`src/rtl/vdiv_pkg.sv`:
```
// Shared types and default element geometry for the vector divide sequencer.
package vdiv_pkg;

    localparam int unsigned EXP_WIDTH_DEF  = 8;
    localparam int unsigned MANT_WIDTH_DEF = 7;
    localparam int unsigned EW             = EXP_WIDTH_DEF + MANT_WIDTH_DEF + 1;

    typedef enum logic [1:0] {
        StIdle,
        StRun,
        StDone
    } vdiv_seq_state_t;

endpackage

```
`src/rtl/vdiv_seq_if.sv`:
```
// Request/response and scalar-divider handshake bundle for vdiv_seq.
interface vdiv_seq_if #(
    parameter int unsigned LANES = 16,
    parameter int unsigned EW    = vdiv_pkg::EW
);

    logic                  req_valid;
    logic                  req_ready;
    logic [LANES*EW-1:0]   req_a;
    logic [LANES*EW-1:0]   req_b;
    logic                  resp_valid;
    logic                  resp_ready;
    logic [LANES*EW-1:0]   resp_data;
    logic                  div_valid_in;
    logic [EW-1:0]         div_op1;
    logic [EW-1:0]         div_op2;
    logic                  div_ready_in;
    logic                  div_valid_out;
    logic [EW-1:0]         div_result;
    logic                  div_ready_out;

    // Sequencer side.
    modport slave (
        input  req_valid, req_a, req_b, resp_ready, div_ready_in, div_valid_out, div_result,
        output req_ready, resp_valid, resp_data, div_valid_in, div_op1, div_op2, div_ready_out
    );

    // Requester, consumer and scalar divider side.
    modport master (
        output req_valid, req_a, req_b, resp_ready, div_ready_in, div_valid_out, div_result,
        input  req_ready, resp_valid, resp_data, div_valid_in, div_op1, div_op2, div_ready_out
    );

endinterface

```
`src/rtl/vdiv_seq.sv`:
```
// Feeds one vector of element pairs through a shared in-order scalar divider and
// collects the quotients into a result vector.
module vdiv_seq
    import vdiv_pkg::*;
#(
    parameter int unsigned EXP_WIDTH  = EXP_WIDTH_DEF,
    parameter int unsigned MANT_WIDTH = MANT_WIDTH_DEF,
    parameter int unsigned LANES      = 16
) (
    input logic       CLK,
    input logic       nRST,
    vdiv_seq_if.slave bus_io
);

    localparam int unsigned ElemW = EXP_WIDTH + MANT_WIDTH + 1;
    localparam int unsigned CntW  = $clog2(LANES + 1);
    localparam int unsigned IdxW  = (LANES > 1) ? $clog2(LANES) : 1;

    localparam logic [CntW-1:0] NumLanes = CntW'(LANES);
    localparam logic [CntW-1:0] LastLane = CntW'(LANES - 1);

    vdiv_seq_state_t state_q;

    logic [CntW-1:0]  issue_cnt_q, issue_cnt_d;
    logic [CntW-1:0]  retire_cnt_q, retire_cnt_d;
    logic [IdxW-1:0]  issue_idx, retire_idx;
    logic [ElemW-1:0] op_a_q [LANES];
    logic [ElemW-1:0] op_b_q [LANES];
    logic [ElemW-1:0] res_q  [LANES];

    logic req_ready_q, resp_valid_q, div_valid_in_q, div_ready_out_q;
    logic issue_fire, retire_fire;

    // div_ready_out_q is only high in RUN, so stray divider results elsewhere are dropped.
    always_comb begin
        issue_fire   = div_valid_in_q & bus_io.div_ready_in;
        retire_fire  = div_ready_out_q & bus_io.div_valid_out;
        issue_cnt_d  = issue_cnt_q + CntW'(issue_fire);
        retire_cnt_d = retire_cnt_q + CntW'(retire_fire);
        issue_idx    = issue_cnt_q[IdxW-1:0];
        retire_idx   = retire_cnt_q[IdxW-1:0];
    end

    always_ff @(posedge CLK) begin
        if (!nRST) begin
            state_q         <= StIdle;
            issue_cnt_q     <= '0;
            retire_cnt_q    <= '0;
            req_ready_q     <= 1'b1;
            resp_valid_q    <= 1'b0;
            div_valid_in_q  <= 1'b0;
            div_ready_out_q <= 1'b0;
        end else begin
            unique case (state_q)
                StIdle: begin
                    if (bus_io.req_valid) begin
                        for (int i = 0; i < int'(LANES); i++) begin
                            op_a_q[i] <= bus_io.req_a[i*ElemW +: ElemW];
                            op_b_q[i] <= bus_io.req_b[i*ElemW +: ElemW];
                        end
                        issue_cnt_q     <= '0;
                        retire_cnt_q    <= '0;
                        state_q         <= StRun;
                        req_ready_q     <= 1'b0;
                        div_valid_in_q  <= 1'b1;
                        div_ready_out_q <= 1'b1;
                    end
                end
                StRun: begin
                    issue_cnt_q    <= issue_cnt_d;
                    retire_cnt_q   <= retire_cnt_d;
                    div_valid_in_q <= (issue_cnt_d < NumLanes);
                    if (retire_fire) begin
                        res_q[retire_idx] <= bus_io.div_result;
                        if (retire_cnt_q == LastLane) begin
                            state_q         <= StDone;
                            div_valid_in_q  <= 1'b0;
                            div_ready_out_q <= 1'b0;
                            resp_valid_q    <= 1'b1;
                        end
                    end
                end
                StDone: begin
                    if (bus_io.resp_ready) begin
                        state_q      <= StIdle;
                        resp_valid_q <= 1'b0;
                        req_ready_q  <= 1'b1;
                    end
                end
                default: state_q <= StIdle;
            endcase
        end
    end

    assign bus_io.req_ready     = req_ready_q;
    assign bus_io.resp_valid    = resp_valid_q;
    assign bus_io.div_valid_in  = div_valid_in_q;
    assign bus_io.div_ready_out = div_ready_out_q;
    assign bus_io.div_op1       = op_a_q[issue_idx];
    assign bus_io.div_op2       = op_b_q[issue_idx];

    for (genvar g = 0; g < int'(LANES); g++) begin : g_resp
        assign bus_io.resp_data[g*ElemW +: ElemW] = res_q[g];
    end

endmodule

```
`src/flat_wrapper.sv`:
```
// flat-port wrapper written by rule: the top's interface ports become plain ports
module vdiv_seq_flat import vdiv_pkg::*;
#(
    parameter int unsigned EXP_WIDTH  = EXP_WIDTH_DEF,
    parameter int unsigned MANT_WIDTH = MANT_WIDTH_DEF,
    parameter int unsigned LANES      = 16
)
  (CLK, nRST, bus_io_req_valid, bus_io_req_a, bus_io_req_b, bus_io_resp_ready, bus_io_div_ready_in, bus_io_div_valid_out, bus_io_div_result, bus_io_req_ready, bus_io_resp_valid, bus_io_resp_data, bus_io_div_valid_in, bus_io_div_op1, bus_io_div_op2, bus_io_div_ready_out);
  vdiv_seq_if #(.LANES(LANES), .EW(16)) bus_io_i ();
  input logic CLK;
  input logic nRST;
  input wire logic [$bits(bus_io_i.req_valid)-1:0] bus_io_req_valid;
  input wire logic [$bits(bus_io_i.req_a)-1:0] bus_io_req_a;
  input wire logic [$bits(bus_io_i.req_b)-1:0] bus_io_req_b;
  input wire logic [$bits(bus_io_i.resp_ready)-1:0] bus_io_resp_ready;
  input wire logic [$bits(bus_io_i.div_ready_in)-1:0] bus_io_div_ready_in;
  input wire logic [$bits(bus_io_i.div_valid_out)-1:0] bus_io_div_valid_out;
  input wire logic [$bits(bus_io_i.div_result)-1:0] bus_io_div_result;
  output wire logic [$bits(bus_io_i.req_ready)-1:0] bus_io_req_ready;
  output wire logic [$bits(bus_io_i.resp_valid)-1:0] bus_io_resp_valid;
  output wire logic [$bits(bus_io_i.resp_data)-1:0] bus_io_resp_data;
  output wire logic [$bits(bus_io_i.div_valid_in)-1:0] bus_io_div_valid_in;
  output wire logic [$bits(bus_io_i.div_op1)-1:0] bus_io_div_op1;
  output wire logic [$bits(bus_io_i.div_op2)-1:0] bus_io_div_op2;
  output wire logic [$bits(bus_io_i.div_ready_out)-1:0] bus_io_div_ready_out;
  assign bus_io_i.req_valid = bus_io_req_valid;
  assign bus_io_i.req_a = bus_io_req_a;
  assign bus_io_i.req_b = bus_io_req_b;
  assign bus_io_i.resp_ready = bus_io_resp_ready;
  assign bus_io_i.div_ready_in = bus_io_div_ready_in;
  assign bus_io_i.div_valid_out = bus_io_div_valid_out;
  assign bus_io_i.div_result = bus_io_div_result;
  assign bus_io_req_ready = bus_io_i.req_ready;
  assign bus_io_resp_valid = bus_io_i.resp_valid;
  assign bus_io_resp_data = bus_io_i.resp_data;
  assign bus_io_div_valid_in = bus_io_i.div_valid_in;
  assign bus_io_div_op1 = bus_io_i.div_op1;
  assign bus_io_div_op2 = bus_io_i.div_op2;
  assign bus_io_div_ready_out = bus_io_i.div_ready_out;
  vdiv_seq #(.EXP_WIDTH(EXP_WIDTH), .MANT_WIDTH(MANT_WIDTH), .LANES(LANES)) u_core (.CLK(CLK), .nRST(nRST), .bus_io(bus_io_i));
endmodule
```
`config.mk`:
```
export PLATFORM = sky130hd
export DESIGN_NAME = vdiv_seq_flat
export DESIGN_NICKNAME = d
export VERILOG_FILES = /design/src/rtl/vdiv_pkg.sv /design/src/rtl/vdiv_seq_if.sv /design/src/rtl/vdiv_seq.sv /design/src/flat_wrapper.sv
export SDC_FILE = /design/constraint.sdc
export NUM_CORES = 1
export LEC_CHECK = 0
export ABC_AREA = 1
export BUFFER_PORTS_ARGS = -buffer_cell sky130_fd_sc_hd__buf_4
export CAP_MARGIN = 5
export CORE_AREA = 2 2 322 324
export CTS_CLUSTER_DIAMETER = 120
export CTS_CLUSTER_SIZE = 8
export DETAILED_ROUTE_END_ITERATION = 12
export DIE_AREA = 0 0 324 326
export GPL_TIMING_DRIVEN = 0
export PLACE_DENSITY_LB_ADDON = 0.05
export SLEW_MARGIN = 15
export SYNTH_ARGS = -nofsm -noshare
export SYNTH_HDL_FRONTEND = slang
export SYNTH_SLANG_ARGS = --single-unit
```
`constraint.sdc`:
```
create_clock -name CLK -period 66.9 [get_ports CLK]
set_input_delay 6.69 -clock CLK [delete_from_list [all_inputs] [get_ports CLK]]
set_output_delay 6.69 -clock CLK [all_outputs]
set_load 0.005 [all_outputs]
```
# Word-level counts from Yosys, hierarchy flattened
# Memories as Yosys holds them, arrays and structs flattened. A register that Yosys moved wholly into a read port is not among the register bits.
# Cells that the tools add are included.
# totals
ramBits	768
elab_cells	65
reg_bits	16
n_memories	3
out_inout_bits	292
mem_bits_ro	0
latchBits	0
in_bits	534
# classes
n_eq_ne	7
n_bitwise	2
muxes	34
div	0
n_addsub	2
order_cmp	1
multipliers	0
shift	0
n_reduce_logical	9
# memory_table
memory	depth	width	rd	rd_ports_with_merged_regs	write_ports	line	text
u_core.op_a_q	16	16	1	1	16	vdiv_seq.sv:27	logic [ElemW-1:0] op_a_q [LANES];
u_core.op_b_q	16	16	1	1	16	vdiv_seq.sv:28	logic [ElemW-1:0] op_b_q [LANES];
u_core.res_q	16	16	16	0	1	vdiv_seq.sv:29	logic [ElemW-1:0] res_q [LANES];
# op_table
op	n
case mux 5 bit (2 select lines)	2
2-to-1 mux 1 bit	18
2-to-1 mux 4 bit	4
AND reduction 4 bit	3
adder 5 x 1 -> 5 bit	2
2-to-1 mux 2 bit	4
case mux 1 bit (2 select lines)	4
case mux 2 bit (3 select lines)	1
nonzero test 2 bit	3
== test 5 x 4 -> 1 bit, second input constant	1
< comparator 5 bit, second input constant	1
2-to-1 mux 5 bit	1
inequality test 2 x 1 -> 1 bit, second input constant	2
inequality test 2 bit, second input constant	2
AND reduction 3 bit	1
AND 1 bit	2
== test 2 x 1 -> 1 bit, second input constant	1
== test 2 bit, second input constant	1
logical NOT 2 bit	1
AND reduction 2 bit	1

# Depth between registers and ports, before layout
# Gate-level depths: netlist of the first run.
# logic_depth
ltp_word	6
mapped_depth	10
depth_no_buf	10

# Worst setup path before layout of the first run
# No wires, ideal clock.
# synth_path
path_type	input-to-reg
startpoint	in bus_io_req_valid
endpoint	mem u_core.op_a_q[0][0] (netlist bit) (enable)
setup_time_ps	1403
n_path_buf	0
path_stages	2
t_required_ps	65497
setup_slack_ps	37465
arrival_ps	28031
path_cell_list	nand2_1 > nor2_1
# synth_rtl
item	line	text
start: declaration	flat_wrapper.sv:12	input wire logic [$bits(bus_io_i.req_valid)-1:0] bus_io_req_valid;
end: declaration	vdiv_seq.sv:27	

==> summary.md, run 1 <==
| Metric | Value |
|---|---|
| Status | `completed` |
| Slowest stage cell, crit path | `clkbuf_1` |
| Crit-path max FO | `10` |
| P_leak | `15.8 nW` |
| Hold wc startpoint | `u_core.bus_io.req_ready$_SDFFE_PN1P_` |
| Kind of critical path | `reg2out` |
| Initial antenna violation count | `39` |
| Global route overflow | `0` |
| # hold bufs at CTS | `0` |
| Fin worst setup slack | `57050 ps` |
| Syn Area/Cell | `14.8 sq um` |
| Fill count | `9820` |
| Highest clock rate | `102 MHz` |
| Netlist cell types | `25` |
| Starting Density | `0.289` |
| Final setup vio count | `0` |
| Most common cell after layout, fill and taps aside | `buf_4` |
| Share of layout cells above drive strength 1 | `0.363` |
| Cell Chain, Critical Path | `clkbuf_1 -> buf_2 -> nand3_1 -> nand3_1 -> nand2_1 -> buf_4` |
| Place WS | `57650 ps` |
| Via count | `19.8k` |
| Register area | `0.0235 sq mm` |
| Hold slack | `467 ps` |
| Cell accounting for the most synthesized area | `edfxtp_1` |
| Worst clock skew | `19.9 ps` |
| CP most frequent cell | `nand3_1` |
| Setup repair bufs after CTS | `0` |
| R2R cell count | `9` |
| Die W | `324 um` |
| Routed vias/inst | `4.53` |
| Area delta synth->final | `39.1%` |
| Wire per inst | `27.0 um` |
| Post-synthesis register bit count | `788` |
| Seq/Total Area, Yosys | `0.792` |
| # resized after CTS | `0` |
| Largest net degree at the start of global routing | `31` |
| R2r setup slk | `64060 ps` |
| H-tree depth | `3` |
| P per Cell Area | `27.2 mW/mm^2` |
| CTS root buf | `clkbuf_16` |
| First-pass GRT wire length | `160 mm` |
| Tightest Pin Transition | `970 ps` |
| CTS tree | `yes` |
| Fin crit share | `0.147` |
| YS warnings | `0` |
| Startpoint types | `flip-flop` |
| Total Nets Final | `3498` |
| Max-slew violations | `0` |
| Clock Path Buffers | `3` |
| TritonRoute pass-1 iters | `5` |
| Vias in the first global route | `20.7k` |
| Min Tclk post-route | `9850 ps` |
| Number of DRC markers in iteration 0 | `1247` |
| Arrival @ worst endpoint | `3160 ps` |
| Core area | `0.103 sq mm` |
| DRC Markers | `0` |
| Area of the mapped netlist | `0.0296 sq mm` |
| Maximum vdd drop | `20.3 uV` |
| Multi-input logic area | `0.00446 sq mm` |
| Post-synth top area share | `0.778` |
| Synth top area cells | `edfxtp_1 (78%), o211ai_1 (5.4%), nand2_1 (3.5%)` |
| Skew-Pair Late Insertion Delay | `690 ps` |
| Maxcap violations | `0` |
| RSZ-0062 raised after global routing | `no` |
| Die area | `0.106 sq mm` |
| Row Count | `118` |
| GP Congestion | `0.863` |
| Worst Path Required | `60210 ps` |
| Total global-route track usage | `0.220` |
| Antenna-violating nets left | `0` |
| Total CTS buffers | `108` |
| Syn Nets | `2536` |
| Worst reg2reg endpoint | `u_core.op_a_q[4][4]$_DFFE_PP_` |
| Most frequent cells in the layout | `buf_4 (835), edfxtp_1 (768), nand2_1 (280)` |
| Reg2Reg Launch Point | `u_core.state_q[0]$_SDFFE_PN0P_` |
| WHS Path Cells | `2` |
| Post-Syn Instances | `1998` |
| Ports | `826` |
| IO buf count | `825` |
| Die Ht | `326 um` |
| Worst slew margin | `0.353` |
| Worst Hold Endpoint | `u_core.bus_io.req_ready$_SDFFE_PN1P_` |
| Drt total wl | `118 mm` |
| Post-DP HPWL | `92.7 mm` |
| Clock slew at reported path FFs | `60 ps` |
| Num Clock Sinks | `788` |
| TNS Setup | `0 ps` |
| Type of the worst min-delay path | `reg2reg` |
| Critical Path Sink Type | `output pin` |
| Final hold viol count | `0` |
| Largest stage delay, worst path | `680 ps` |
flip-flops by register name, indices dropped and copies added, names as in the netlist, named ones only:
signal / cells
u_core.bus_io.div_ready_out: 1
u_core.bus_io.div_valid_in: 1
u_core.bus_io.req_ready: 1
u_core.bus_io.resp_valid: 1
u_core.issue_cnt_q: 5
u_core.op_a_q: 256
u_core.op_b_q: 256
u_core.res_q: 256
u_core.retire_cnt_q: 5
u_core.state_q: 2
kinds of logic after synthesis:
group | Yosys count | share of synthesized area
simple gates | 505 | 0.0728
buf+inv | 380 | 0.0611
fa+ha+maj | 4 | 0.00169
flops | 788 | 0.792
compound gates | 321 | 0.0726
metal layers:
| metal | up-vias | part of all wire | track usage |
|---|---|---|---|
| met2 | 753 | 0.52 | 0.395 |
| met1 | 9631 | 0.37 | 0.243 |
| li1 | 9163 | - | - |
| met3 | 215 | 0.082 | 0.0708 |
| met5 | - | 0.0033 | 0 |
| met4 | 60 | 0.028 | 0.0731 |
where the power goes:
part           internal [mW]  total (mW)  switching, mW  leakage [nW]
registers              0.559       0.563        0.00361          7.21
logic                 0.0303      0.0600         0.0298          7.10
clock network          0.293       0.499          0.206          1.44
worst max path at each step:
| stage | start | end | slack (ps) |
|---|---|---|---|
| after floorplan | bus_io_req_valid | u_core.op_a_q[0][0]$_DFFE_PP_ | 37470 |
| after global placement | bus_io_req_valid | u_core.op_a_q[6][0]$_DFFE_PP_ | 27040 |
| after detailed placement | bus_io_req_valid | u_core.op_a_q[0][13]$_DFFE_PP_ | 57650 |
| after CTS | flip-flop | bus_io_div_op2[4] | 56890 |
| after global routing | flip-flop | bus_io_div_op2[4] | 56910 |
| final | flip-flop | bus_io_div_op2[4] | 57050 |
final cells by class:
type,count,share of cell area
flip-flops and latches,788,0.569
inverters,273,0.0249
multi-input cells,830,0.108
well taps,1380,0.0419
clock buffers,130,0.0676
repair buffers,852,0.164
plain buffers,107,0.0190
diodes,12,0.000729
clock inverters,8,0.00443
worst max-delay path, delay by kind of cell (launching register included):
family	cells	cell delay, ps
buffers and inverters	3	1290
and+or+nand+nor	3	800
DFF	1	350
cell usage after synthesis:
cell      number
edfxtp_1     768
nand2_1      280
inv_1        272
o211ai_1     212
nand3_1      201
a21oi_1       57
buf_2         49
buf_6         35
o21ai_1       31
nor2_1        22
dfxtp_1       20
o21ai_0       17
buf_4         10
clkbuf_1       7
buf_1          4
ha_1           4
a211oi_1       1
a221oi_1       1
a31o_2         1
buf_8          1
clkbuf_8       1
inv_2          1
nand4_1        1
nor3_2         1
o21bai_1       1
metrics by stage:
step            util  power (mW)  cell area, sq um  std cells
2_1_floorplan      -       0.601             29600       1998
3_3_place_gp   0.366       0.648             37500       4203
3_5_place_dp   0.372       0.634             38200       4230
4_1_cts        0.401        1.14             41200       4368
5_1_grt        0.401        1.16             41200       4375
6_report       0.402        1.12             41200       4380
(Power assumes the default switching activity.)
==> inputs of run 2 (changes only) <==
ABC_AREA = 0   (was 1)
CORE_AREA = 2 2 317 319   (was 2 2 322 324)
DIE_AREA = 0 0 319 321   (was 0 0 324 326)
clock period = 9.1 ns   (was 66.9 ns; I/O delays follow)
==> run 2 against run 1 <==
Highest routed layer unchanged. Global-route usage shrank 3.4 points. Wire length shrank 18%. Sequential share of layout area grew 2.8 points. Synthesized cell count shrank 42%. Worst setup slack lost 52000 ps. Critical path type unchanged.
==> summary.md, run 2 <==
| Metric | Value |
|---|---|
| Status | `completed` |
| Post-synthesis register bit count | `788 (unchanged)` |
| Final hold viol count | `0 (unchanged)` |
| Highest clock rate | `241 MHz` |
| Tightest Pin Transition | `1190 ps (+217 ps)` |
| Crit-path max FO | `10 (unchanged)` |
| Maxcap violations | `0 (unchanged)` |
| Row Count | `116 (-1.7%)` |
| Number of DRC markers in iteration 0 | `881 (-29%)` |
| Ports | `826 (unchanged)` |
| Setup repair bufs after CTS | `0 (unchanged)` |
| Starting Density | `0.280 (-0.00918)` |
| Area delta synth->final | `41.4%` |
| IO buf count | `825 (unchanged)` |
| Max-slew violations | `0 (unchanged)` |
| Post-synth ARST share | `0 (unchanged)` |
| Synth top cells by count | `edfxtp_1 (768), mux4_2 (128), a22oi_1 (64)` |
| Skew-Pair Late Insertion Delay | `670 ps (-20 ps)` |
| First-pass GRT wire length | `132 mm (-18%)` |
| Seq/Total Area, Yosys | `0.845 (+0.0535)` |
| CTS root buf | `clkbuf_16` |
| TritonRoute pass-1 iters | `5 (unchanged)` |
| Biggest regs | `u_core.op_a_q (256), u_core.op_b_q (256), u_core.res_q (256)` |
| Placed insts | `3322 (-21%)` |
| CTS tree | `yes` |
| Initial antenna violation count | `24 (-38%)` |
| Die Ht | `321 um (-1.5%)` |
| Fin crit share | `0.456` |
| Antenna-violating nets left | `0 (unchanged)` |
| Area of the mapped netlist | `0.0278 sq mm (-6.3%)` |
| GR Util met1 | `0.201 (-0.0420)` |
| Post-DP HPWL | `73.6 mm (-21%)` |
| Clock Path Buffers | `3 (unchanged)` |
| TNS Setup | `0 ps (unchanged)` |
| GP Congestion | `0.773 (-10%)` |
| Worst Path Required | `8190 ps (-52020 ps)` |
| Largest stage delay, worst path | `840 ps (+160 ps)` |
| Maximum vdd drop | `148 uV (+630%)` |
| Final Non-Filler Cells | `3469 (-21%)` |
| Post-Syn Instances | `1163 (-42%)` |
| Via count | `15.4k (-22%)` |
| RSZ-0062 raised after global routing | `no` |
| Total CTS buffers | `108 (unchanged)` |
| Most common cell after layout, fill and taps aside | `buf_4` |
| Syn Nets | `1701 (-33%)` |
| Most frequent cells in the layout | `buf_4 (840), edfxtp_1 (768), mux4_2 (128)` |
| Die W | `319 um (-1.5%)` |
| Die area | `0.102 sq mm (-3.1%)` |
| Post-synth top area share | `0.831 (+0.0526)` |
| Syn Area/Cell | `23.9 sq um (+61%)` |
| Cell Chain, Critical Path | `buf_2 -> clkbuf_1 -> mux4_2 -> a22oi_1 -> nand2_1 -> buf_4` |
| Total Nets Final | `2672 (-24%)` |
| Vias in the first global route | `16.8k (-19%)` |
| Global route overflow | `0 (unchanged)` |
| Worst clock skew | `25.7 ps (+5.80 ps)` |
| Slowest stage cell, crit path | `clkbuf_1` |
| # resized after CTS | `0 (unchanged)` |
| Routed vias/inst | `4.45 (-1.6%)` |
| Critical Path Sink Type | `output pin` |
| Startpoint types | `flip-flop` |
| Arrival @ worst endpoint | `3240 ps (+80 ps)` |
| Met2 Track Usage GR | `0.331 (-0.0639)` |
| Type of the worst min-delay path | `in2reg` |
| YS warnings | `0 (unchanged)` |
| Post-synth EDFFs | `768 (unchanged)` |
| CP delay by family, top | `buffers and inverters` |
| GRT Max-Usage Layer | `met2` |
| Most common cell in the netlist | `edfxtp_1` |
| Total global-route track usage | `0.186 (-0.0343)` |
| Largest net degree at the start of global routing | `33 (+6.5%)` |
| Min Tclk post-route | `4150 ps` |
| Worst slew margin | `0.208 (-0.145)` |
| Core area | `0.0993 sq mm (-3.3%)` |
| H-tree depth | `3 (unchanged)` |
| Share of layout cells above drive strength 1 | `0.529 (+0.166)` |
| Synth Flop Type | `edfxtp_1` |
| Netlist cell types | `36 (+44%)` |
| Kind of critical path | `reg2out` |
| Crit path buf inv count | `3 (unchanged)` |
| P_leak | `14.1 nW (-10%)` |
| Synth top area cells | `edfxtp_1 (83%), mux4_2 (10%), a22oi_1 (1.7%)` |
| Drt total wl | `96.6 mm (-18%)` |
| Num Clock Sinks | `788 (unchanged)` |
| P per Cell Area | `208 mW/mm^2 (+670%)` |
| DRC Markers | `0 (unchanged)` |
| Final setup vio count | `0 (unchanged)` |
| Wire per inst | `27.9 um (+3.3%)` |
| Clock slew at reported path FFs | `60 ps (about the same)` |
| # hold bufs at CTS | `0 (unchanged)` |
| Met3 GRT Util | `0.0762 (+0.00544)` |
| Cell accounting for the most synthesized area | `edfxtp_1` |
-- run 2: cell count changes after synthesis, moves of 32 or more --
cell      change
mux4_2      +128
a22oi_1      +64
buf_6        -32
o211ai_1    -212
inv_1       -269
nand3_1     -192
a21oi_1      -49
buf_2        -43
nand2_1     -233
-- run 2: layout make-up --
class                           count  area [sq um]
Clock inverter                      4          50.0
Inverter                            4          15.0
Tap cell                         1298          1620
Timing Repair Buffer              861          6820
Buffer                             49           259
Multi-Input combinational cell    322          4110
Clock buffer                      136          2890
Sequential cell                   788         23500
Fill cell                        9123         60000
Antenna cell                        7          17.5
-- run 2: report_power, final --
part / switching (mW) / total [mW] / internal [mW]
combinational: 0.168 / 0.405 / 0.237
clock: 1.46 / 3.64 / 2.18
sequential: 0.0242 / 4.13 / 4.11
-- run 2: path summary, 6_finish.rpt --
check             cells past startpoint  slack, ps                           startpoint                                  end
hold reg to reg                       2        480  u_core.retire_cnt_q[4]$_SDFFE_PN0P_  u_core.retire_cnt_q[4]$_SDFFE_PN0P_
hold / removal                        1        410                    bus_io_req_b[175]      u_core.op_b_q[10][15]$_DFFE_PP_
setup / recovery                      6       4950                            flip-flop                    bus_io_div_op2[9]
setup reg to reg                      9       6070       u_core.state_q[1]$_SDFFE_PN0P_       u_core.op_b_q[5][11]$_DFFE_PP_
-- run 2: worst register-to-register path, stage by stage (launching register included) --
cell	delay [ps]
dfxtp_1	360
or3b_4	410
buf_6	160
nor2_4	420
buf_12	250
buf_16	220
buf_12	220
buf_16	210
buf_12	220
buf_12	230
-- run 2: metal layers --
metal  part of all wire  wire length, um  vias to the layer above
li1                   -                -                     6808
met1               0.36            34800                     7796
met2               0.52            50400                      661
met3              0.095             9220                      140
met4              0.020             1980                       36
met5             0.0024              232                        -
-- run 2: cell families (layout without fill, tap and decap cells) --
family / Yosys count / count (layout) / share of synthesized area
XOR/XNOR: 3 / 3 / 0.000947
buffers and inverters: 53 / 1054 / 0.00960
adder cells (fa/ha/maj): 4 / 4 / 0.00180
multiplexers: 128 / 128 / 0.104
flip-flops: 788 / 788 / 0.845
other: 0 / 7 / 0
AND/OR/NAND/NOR: 104 / 104 / 0.0169
AO/OA/AOI/OAI: 83 / 83 / 0.0215
-- run 2: stage by stage --
step | util | cell area (sq um) | hold WS (ps) | setup slack (ps) | total power, mW
finish | 0.395 | 39200 | 412 | 4950 | 8.18
global route | 0.395 | 39200 | 362 | 4700 | 8.48
CTS | 0.395 | 39200 | 343 | 4730 | 8.31
detailed placement | 0.366 | 36300 | 472 | 5440 | 4.62
global placement | 0.358 | 35600 | 454 | -3550 | 4.62
floorplan | - | 27800 | 447 | -286 | 4.35
